--- config.mk ---
export PLATFORM = sky130hd
export DESIGN_NAME = led_matrix_pwm_scan_flat
export DESIGN_NICKNAME = d
export VERILOG_FILES = /design/src/rtl/led_matrix_pwm_scan_pkg.sv /design/src/rtl/led_matrix_pwm_scan_if.sv /design/src/rtl/led_matrix_pwm_scan_timer.sv /design/src/rtl/led_matrix_pwm_scan.sv /design/src/flat_wrapper.sv
export SDC_FILE = /design/constraint.sdc
export NUM_CORES = 1
export LEC_CHECK = 0
export CAP_MARGIN = 5
export CORE_MARGIN = 3
export CORE_UTILIZATION = 50
export CTS_CLUSTER_SIZE = 14
export DETAILED_ROUTE_END_ITERATION = 8
export PLACE_DENSITY = 0.75
export SETUP_SLACK_MARGIN = 0.2
export SYNTH_ARGS = -nofsm -noshare
export SYNTH_HDL_FRONTEND = slang
export SYNTH_SLANG_ARGS = --single-unit
export TNS_END_PERCENT = 100
--- constraint.sdc ---
create_clock -name clk -period 2.8 [get_ports clk]
set_input_delay 0.28 -clock clk [delete_from_list [all_inputs] [get_ports clk]]
set_output_delay 0.28 -clock clk [all_outputs]
set_load 0.02 [all_outputs]
--- src/rtl/led_matrix_pwm_scan_pkg.sv ---
// Shared constants and helpers for the multiplexed LED matrix PWM scanner.
// Holds the default geometry/timing values and clog2_safe, which sizes
// counters so that even a one-value range gets a 1-bit register.
package led_matrix_pkg;

    localparam int ROWS_DEF     = 4;
    localparam int COLS_DEF     = 4;
    localparam int PWM_BITS_DEF = 4;
    localparam int DIV_DEF      = 32;
    localparam int BLANK_DEF    = 2;

    function automatic int clog2_safe(input int n);
        return (n <= 2) ? 1 : $clog2(n);
    endfunction

endpackage

--- src/rtl/led_matrix_pwm_scan_if.sv ---
// Bus between the level source and the LED matrix scanner.
//   en          : scan enable (master -> scanner)
//   level       : packed per-LED brightness, LED i at [i*PWM_BITS +: PWM_BITS]
//   aled        : column select, active low (scanner -> pins)
//   kled_tri    : row output enable, active high (scanner -> pins)
//   frame_start : one-cycle pulse at the start of each frame
interface led_matrix_pwm_scan_if
    import led_matrix_pkg::*;
#(
    parameter int ROWS     = ROWS_DEF,
    parameter int COLS     = COLS_DEF,
    parameter int PWM_BITS = PWM_BITS_DEF
) ();

    logic                          en;
    logic [ROWS*COLS*PWM_BITS-1:0] level;
    logic [COLS-1:0]               aled;
    logic [ROWS-1:0]               kled_tri;
    logic                          frame_start;

    modport master (output en, level, input aled, kled_tri, frame_start);
    modport slave  (input en, level, output aled, kled_tri, frame_start);

endinterface

--- src/rtl/led_matrix_pwm_scan_timer.sv ---
// Scan timing for the LED matrix: cycle-in-slot, slot (LED index) and PWM
// phase counters. Everything clears synchronously while en_i is low.
//   clk, rst_n   : clock, async active-low reset
//   en_i         : scan enable
//   slot_o       : current LED index
//   phase_o      : current PWM phase, 0 .. 2^PWM_BITS-2
//   blank_o      : current cycle lies in the blanking window of the slot
//   frame_tick_o : enabled and at slot 0, cycle 0 (frame boundary)
module led_scan_timer
    import led_matrix_pkg::*;
#(
    parameter int N        = 16,
    parameter int DIV      = DIV_DEF,
    parameter int PWM_BITS = PWM_BITS_DEF,
    parameter int BLANK    = BLANK_DEF
) (
    input  logic                      clk,
    input  logic                      rst_n,
    input  logic                      en_i,
    output logic [clog2_safe(N)-1:0]  slot_o,
    output logic [PWM_BITS-1:0]       phase_o,
    output logic                      blank_o,
    output logic                      frame_tick_o
);

    localparam int CYC_W  = clog2_safe(DIV);
    localparam int SLOT_W = clog2_safe(N);
    localparam logic [CYC_W-1:0]    CYC_LAST  = CYC_W'(DIV - 1);
    localparam logic [CYC_W-1:0]    BLANK_C   = CYC_W'(BLANK);
    localparam logic [SLOT_W-1:0]   SLOT_LAST = SLOT_W'(N - 1);
    localparam logic [PWM_BITS-1:0] PH_LAST   = PWM_BITS'(2**PWM_BITS - 2);

    logic [CYC_W-1:0]    cyc_q,   cyc_d;
    logic [SLOT_W-1:0]   slot_q,  slot_d;
    logic [PWM_BITS-1:0] phase_q, phase_d;

    always_comb begin
        cyc_d   = cyc_q + 1'b1;
        slot_d  = slot_q;
        phase_d = phase_q;
        if (!en_i) begin
            cyc_d   = '0;
            slot_d  = '0;
            phase_d = '0;
        end else if (cyc_q == CYC_LAST) begin
            cyc_d = '0;
            if (slot_q == SLOT_LAST) begin
                slot_d  = '0;
                // Phase only spans 2^PWM_BITS-1 values so full level is always lit.
                phase_d = (phase_q == PH_LAST) ? '0 : phase_q + 1'b1;
            end else begin
                slot_d = slot_q + 1'b1;
            end
        end
    end

    always_ff @(posedge clk or negedge rst_n) begin
        if (!rst_n) begin
            cyc_q   <= '0;
            slot_q  <= '0;
            phase_q <= '0;
        end else begin
            cyc_q   <= cyc_d;
            slot_q  <= slot_d;
            phase_q <= phase_d;
        end
    end

    assign slot_o       = slot_q;
    assign phase_o      = phase_q;
    assign blank_o      = (cyc_q < BLANK_C);
    assign frame_tick_o = en_i && (slot_q == '0) && (cyc_q == '0);

endmodule

--- src/rtl/led_matrix_pwm_scan.sv ---
// Multiplexed ROWS x COLS LED matrix driver with per-LED PWM brightness.
// Lights one LED per slot, blanks the start of every slot against ghosting
// and snapshots all levels at the frame boundary against tearing.
//   clk, rst_n : clock, async active-low reset
//   bus        : slave side of led_matrix_pwm_scan_if (en, level in;
//                aled, kled_tri, frame_start out, all registered)
module led_matrix_pwm_scan
    import led_matrix_pkg::*;
#(
    parameter int ROWS     = ROWS_DEF,
    parameter int COLS     = COLS_DEF,
    parameter int PWM_BITS = PWM_BITS_DEF,
    parameter int DIV      = DIV_DEF,
    parameter int BLANK    = BLANK_DEF
) (
    input  logic                  clk,
    input  logic                  rst_n,
    led_matrix_pwm_scan_if.slave  bus
);

    localparam int N      = ROWS * COLS;
    localparam int SLOT_W = clog2_safe(N);
    localparam int LVL_W  = N * PWM_BITS;

    if (ROWS < 1)                         begin : g_bad_rows  $error("ROWS must be >= 1");            end
    if (COLS < 1)                         begin : g_bad_cols  $error("COLS must be >= 1");            end
    if (PWM_BITS < 1)                     begin : g_bad_pwm   $error("PWM_BITS must be >= 1");        end
    if (DIV < 2)                          begin : g_bad_div   $error("DIV must be >= 2");             end
    if ((BLANK < 1) || (BLANK > DIV - 1)) begin : g_bad_blank $error("BLANK must be in 1..DIV-1");    end

    logic [SLOT_W-1:0]   slot;
    logic [PWM_BITS-1:0] phase;
    logic                blank;
    logic                frame_tick;

    led_scan_timer #(
        .N        (N),
        .DIV      (DIV),
        .PWM_BITS (PWM_BITS),
        .BLANK    (BLANK)
    ) u_timer (
        .clk          (clk),
        .rst_n        (rst_n),
        .en_i         (bus.en),
        .slot_o       (slot),
        .phase_o      (phase),
        .blank_o      (blank),
        .frame_tick_o (frame_tick)
    );

    logic [LVL_W-1:0] snap_q, snap_d;
    logic [COLS-1:0]  aled_q, aled_d;
    logic [ROWS-1:0]  kled_q, kled_d;
    logic             fs_q, fs_d;
    logic             lit;
    logic [ROWS-1:0]  row_oh;
    logic [COLS-1:0]  col_oh;

    // Snapshot loads on the same edge that issues frame_start; slot 0 is
    // still blanked then, so no LED is ever judged on a stale level.
    assign snap_d = frame_tick ? bus.level : snap_q;

    // Decode the current slot into row/column one-hots and its lit state.
    always_comb begin
        lit    = 1'b0;
        row_oh = '0;
        col_oh = '0;
        for (int i = 0; i < N; i++) begin
            if (int'(slot) == i) begin
                lit              = (snap_q[i*PWM_BITS +: PWM_BITS] > phase);
                row_oh[i / COLS] = 1'b1;
                col_oh[i % COLS] = 1'b1;
            end
        end
    end

    always_comb begin
        aled_d = '1;
        kled_d = '0;
        fs_d   = frame_tick;
        if (bus.en && !blank) begin
            aled_d = ~col_oh;
            kled_d = lit ? row_oh : '0;
        end
    end

    always_ff @(posedge clk or negedge rst_n) begin
        if (!rst_n) begin
            snap_q <= '0;
            aled_q <= '1;
            kled_q <= '0;
            fs_q   <= 1'b0;
        end else begin
            snap_q <= snap_d;
            aled_q <= aled_d;
            kled_q <= kled_d;
            fs_q   <= fs_d;
        end
    end

    assign bus.aled        = aled_q;
    assign bus.kled_tri    = kled_q;
    assign bus.frame_start = fs_q;

endmodule
--- src/flat_wrapper.sv ---
// flat-port wrapper written by rule: the top's interface ports become plain ports
module led_matrix_pwm_scan_flat import led_matrix_pkg::*;
#(
    parameter int ROWS     = ROWS_DEF,
    parameter int COLS     = COLS_DEF,
    parameter int PWM_BITS = PWM_BITS_DEF,
    parameter int DIV      = DIV_DEF,
    parameter int BLANK    = BLANK_DEF
)
  (clk, rst_n, bus_en, bus_level, bus_aled, bus_kled_tri, bus_frame_start);
  led_matrix_pwm_scan_if #(.ROWS(ROWS), .COLS(COLS), .PWM_BITS(PWM_BITS)) bus_i ();
  input  logic clk;
  input  logic rst_n;
  input wire logic [$bits(bus_i.en)-1:0] bus_en;
  input wire logic [$bits(bus_i.level)-1:0] bus_level;
  output wire logic [$bits(bus_i.aled)-1:0] bus_aled;
  output wire logic [$bits(bus_i.kled_tri)-1:0] bus_kled_tri;
  output wire logic [$bits(bus_i.frame_start)-1:0] bus_frame_start;
  assign bus_i.en = bus_en;
  assign bus_i.level = bus_level;
  assign bus_aled = bus_i.aled;
  assign bus_kled_tri = bus_i.kled_tri;
  assign bus_frame_start = bus_i.frame_start;
  led_matrix_pwm_scan #(.ROWS(ROWS), .COLS(COLS), .PWM_BITS(PWM_BITS), .DIV(DIV), .BLANK(BLANK)) u_core (.clk(clk), .rst_n(rst_n), .bus(bus_i));
endmodule
* Yosys cells after proc, flatten, opt, wreduce, memory -nomap -nowiden
Cells that the tools add are included.
** Word-level totals
- Bits in registers :: 86
- Input port bits :: 67
- Logic and storage cells :: 115
** Operators by class
- $add $sub $neg :: 3
- $lt $le $gt $ge :: 17
- Eq/ne operators :: 20
- Multiplexer cells :: 59
- Bitwise gates (word level) :: 1
- Reduce and logical (&&, ||, !) cells :: 8
** Operators by type and width (number)
- greater-than comparator 4 bit :: 16
- two-way mux 1 bit :: 47
- == test 4 bit, second input constant :: 10
- two-way mux 4 bit :: 10
- == test 4 x 3 -> 1 bit, second input constant :: 4
- two-way mux 5 bit :: 2
- adder 4 x 1 -> 4 bit, second input constant :: 2
- == test 4 x 2 -> 1 bit, second input constant :: 2
- zero test 4 bit :: 2
- adder 5 x 1 -> 5 bit, second input constant :: 1
- == test 5 bit, second input constant :: 1
- zero test 5 bit :: 1
- < comparator 5 x 2 -> 1 bit, second input constant :: 1
- == test 4 x 1 -> 1 bit, second input constant :: 1
- != test 2 x 1 -> 1 bit, second input constant :: 2
- inverter 4 bit :: 1
- logical AND 1 bit :: 3
- AND reduction 2 bit :: 1
- zero test 1 bit :: 1

* Longest topological paths before layout
- Depth in word-level cells :: 19
- Gate-level depth with buffers :: 10

* Hierarchy
From an unflattened synthesis, not the netlist that was laid out.
** Second synthesis, totals
- Cells, all modules :: 447
- Area, all modules :: 4953.5 µm²
** By module, submodules not included
- led_matrix_pwm_scan :: instances 1, cells an instance 374, area each 4215.3 µm²
- led_scan_timer :: instances 1, cells an instance 73, area each 738.2 µm²

* Worst setup path after synthesis
Ideal clock, no wire load.
- Path type :: reg-to-reg
- Start point :: register u_core.u_timer.phase_q[1] (netlist: u_core.u_timer.phase_o[1])
- End point :: register u_core.kled_q[3] (netlist: u_core.bus.kled_tri[3])
- Library setup time :: 0.128 ns
- Data arrival time :: 2.167 ns
- Setup slack :: 0.505 ns
- Cell stages (with the launch flop) :: 10
- Buffers on the path :: 0
- Period minus slack after synthesis :: 2.295 ns
- Cells stage by stage :: dfrtp_1 > inv_1 > ha_1 > nor2b_1 > o211ai_1 > a21oi_1 > a2111oi_2 > o21ai_1 > a211oi_2 > nor3_1
** Between the ends
- Longest elaborated chain between the ends :: 19
- Elaborated cells on any way between the ends :: 34
** RTL lines
- start: declaration :: RTL line led_matrix_pwm_scan_timer.sv:35 : logic [PWM_BITS-1:0] phase_q, phase_d;
- start signal: assignment :: RTL line led_matrix_pwm_scan_timer.sv:65 : phase_q <= phase_d;
- greater-than comparator 4 bit :: RTL line led_matrix_pwm_scan.sv:70 : lit = (snap_q[i*PWM_BITS +: PWM_BITS] > phase);
- two-way mux 1 bit (15 in series) :: RTL line led_matrix_pwm_scan.sv:69 : if (int'(slot) == i) begin
- two-way mux 1 bit (*) :: RTL line led_matrix_pwm_scan.sv:69
- two-way mux 4 bit (*) :: RTL line led_matrix_pwm_scan.sv:83 : kled_d = lit ? row_oh : '0;
- two-way mux 4 bit (*) :: RTL line led_matrix_pwm_scan.sv:81 : if (bus.en && !blank) begin
- via u_core.kled_d[3] :: RTL line led_matrix_pwm_scan.sv:53 : logic [ROWS-1:0] kled_q, kled_d;
- end signal: assignment :: RTL line led_matrix_pwm_scan.sv:96 : kled_q <= kled_d;
- end: declaration :: RTL line led_matrix_pwm_scan.sv:53
The timed path passes the listed nets; every way through them passes the cells marked *.
A chain may end at the register's enable or synchronous reset.

* Final worst setup path
Ends and elaborated chain as after synthesis.

==> impl_metrics.csv <==
group,metric,value,unit
global_routing,track_usage,20.34,%
routing,drt_first_iter_violations,183,
setup_path,worstReg2RegStart,"u_core.u_timer.phase_o[1]",
finish,fin_area,0.006152,mm^2
cts,clock_latency,0.37,ns
global_routing,grt_pass1_wl,18460,um
placement,gp_routability_congestion,0.8507,
setup_path,crit_type,"reg -> reg",
sta,tightest_slew,1.039,ns
sta,period_minus_slack,2.416,ns
power_and_ir_drop,cellPowerDensity,597.5,mW/mm^2
setup_path,cp_slowest_cell,"dfrtp_1",
setup_path,cp_cell_sequence,"clkinvlp_4, buf_4, ha_1, nor2b_1, o211ai_1, a21oi_1, a2111oi_2, o21ai_1, a211oi_2, nor3_1",
routing,ant_nets,0,
routing,dr_total_vias,3756,
global_routing,grt-busiest-layer,"met2",
sta,max_freq,413.9,MHz
setup_path,ff2ff_path_depth,10,
finish,areaGrowthSynthToFinish,22.71,%
sta,finalCritPeriodShare,86.30,%
synthesis,async_flop_share,100.0,%
flow_run,drv_cap,0,
global_routing,grtUsageMet2,33.39,%
sta,rsz0062_at_grt,"no",
cts,cts_buffer_depth,2,
routing,first_pass_iters,4,
cts,clkTransAtPathRegs,0.09,ns
floorplanning,initial_utilization,52.76,%
floorplanning,die_h,106.1,um
synthesis,yosys_warnings,0,
sta,relSlewSlack,30.71,%
synthesis,yosysTopAreaCell,"dfrtp_1",
global_routing,grt_use_met1,27.02,%
sta,setup_viol,0,
synthesis,syn_inst,461,
placement,dp_hpwl,8003,um
setup_path,startpoint_type,"flip-flop",
global_routing,antenna_found_initial,0,
setup_path,crit_fanout,3,
power_and_ir_drop,vdd_ir_drop_max,0.2806,mV
sta,skew,0.01382,ns
power_and_ir_drop,p_leak,2.738,nW
setup_path,crit_arrival,2.66,ns
setup_path,rrSetupSlack,0.38,ns
synthesis,synth_edf_count,0,
setup_path,r2r-end,"u_core.bus.kled_tri[3]",
floorplanning,rows,35,
cts,root_buffer,"clkbuf_8",
floorplanning,ios,76,
finish,nNetsFinal,685,
synthesis,synth_area_leaders,"dfrtp_1, ha_1, mux2_1, o21ai_0, nand2_1",
finish,drive_above_1_share,9.091,%
cts,cts_buffers,9,
floorplanning,die_w,106.1,um
sta,tns,0,ns
synthesis,ys_seq_area_share,43.02,%
placement,io_buffers,75,
finish,utilization,64.74,%
setup_path,crit_path_end_kind,"flip-flop",
setup_path,critical_path.max_stage_delay,0.42,ns
global_routing,grt_overflow,0,
synthesis,ys_seq_elements,86,
floorplanning,core,0.009503,mm^2
cts,cts_tree,"built",
setup_path,worstPathRequired,3.05,ns
synthesis,synth_area,0.005014,mm^2
floorplanning,die_area,0.01126,mm^2
sta,hold_viol,0,
worst_hold_path,hold_class,"in -> async",
routing,routed_wl,11010,um
routing,viasPerCell,5.532,
synthesis,syn_nets,601,
synthesis,synth_cell_type_count,47,
synthesis,synthFlopType,"dfrtp_1",
synthesis,yosysTopAreaCellShare,40.93,%
cts,cts_sinks,86,
placement,placed_cell_area,0.005914,mm^2
outcome,status,"finished clean",
finish,fill_cells,770,
global_routing,grt_max_degree,87,
finish,antennaDiodeCount,0,
routing,routedWlPerCell,16.22,um
power_and_ir_drop,power.total,3.676,mW
routing,drc_errors,0,
global_routing,grt_util_met3,3.825,%
synthesis,syn_area_per_cell,10.88,um^2
cts,h-tree-depth,3,
global_routing,grt_pass1_vias,3846,
sta,slew_violations,0,
[layout make-up]
class	count	area, um^2	area share [%]
clock buffer	14	152.6	2.481
sequential	86	2157	35.06
timing repair buffer	89	890.9	14.48
clock inverter	2	35.03	0.5695
tap	129	161.4	2.624
multi-input combinational	327	2628	42.71
inverter	32	127.6	2.074
[flip-flops by register name, indices dropped and copies added (netlist names)]
signal / flops
u_core.bus.kled_tri: 4
u_core.u_timer.cyc_q: 5
u_core.snap_q: 64
u_core.u_timer.slot_o: 4
u_core.bus.frame_start: 1
u_core.u_timer.phase_o: 4
u_core.bus.aled: 4
[through the flow]
| stage | cells | hold WS, ns | setup slack [ns] |
|---|---|---|---|
| 5_1_grt | 679 | 0.1812 | 0.2237 |
| 2_1_floorplan | 461 | -0.01559 | 0.5049 |
| 6_report | 679 | 0.1059 | 0.3837 |
| 4_1_cts | 675 | 0.1496 | 0.3116 |
| 3_5_place_dp | 659 | 0.4867 | 0.3188 |
| 3_3_place_gp | 659 | 0.4814 | 0.3788 |
[placed cells by master, fill, tap and decap left out, drive strengths merged, types with 12 or more instances in the layout]
cell,instances
dfrtp,82
clkdlybuf4s50,74
ha,73
mux2,48
nand2,33
o21ai,31
inv,30
a21oi,23
nand3,17
nor2,17
buf,15
clkbuf,14
nand4,13
nor2b,12
[critical path: cells and delay by family (launching register included)]
family	cells	cell delay, ns
adders and majority gates	1	0.29
AOI/OAI and AO/OA	5	1.10
DFF	1	0.42
buffers and inverters	2	0.29
and+or+nand+nor	2	0.22
[logic make-up after synthesis]
logic type / after synthesis / share of synthesized area, %
multiplexers: 49 / 10.98
XOR/XNOR: 3 / 0.5242
adder cells (fa/ha/maj): 73 / 18.22
flip-flops: 86 / 43.02
buffers and inverters: 48 / 4.567
AND/OR/NAND/NOR: 114 / 11.70
AO/OA/AOI/OAI: 88 / 10.98
[worst max-delay path by stage]
stage                                    from                      to  slack, ns  cells past startpoint
floorplan           u_core.u_timer.phase_o[1]  u_core.bus.kled_tri[3]       0.50                      9
global placement    u_core.u_timer.phase_o[1]  u_core.bus.kled_tri[3]       0.38                      9
detailed placement  u_core.u_timer.phase_o[1]  u_core.bus.kled_tri[3]       0.32                      9
CTS                 u_core.u_timer.phase_o[1]  u_core.bus.kled_tri[3]       0.31                      9
global route        u_core.u_timer.phase_o[0]  u_core.bus.kled_tri[0]       0.22                      8
finish              u_core.u_timer.phase_o[1]  u_core.bus.kled_tri[3]       0.38                     10
[power by group]
group	switching [mW]	total, mW	internal, mW
logic	0.564	1.17	0.601
registers	0.151	1.63	1.48
clock network	0.439	0.877	0.438
total	1.15	3.68	2.52
[timing repair]
item                                    CTS  global route
endpoints found under the setup margin    0             4
resized for setup                         0             2
buffers inserted                          0             4
hold buffers                              0             0
[cells in the mapped netlist, types with 3 or more instances]
cell	number
nand3_1	17
mux2_2	9
dfstp_2	4
buf_2	6
nor2b_1	12
a21oi_1	23
a21o_1	3
o21ai_0	29
o211ai_1	7
mux2_1	39
nor3_1	6
nor2_1	16
o22ai_1	7
nand4_1	13
dfrtp_1	82
and2_1	3
nand2b_1	3
inv_1	32
nand2_1	33
buf_6	5
ha_1	73
clkbuf_1	4
[metal layers]
layer | up-vias | part of all wire [%]
li1 | 1829 | -
met1 | 1801 | 45
met2 | 103 | 48
met3 | 23 | 4.9
met4 | 0 | 1.9
met5 | - | 0
Power figures use the tool's default switching activity.
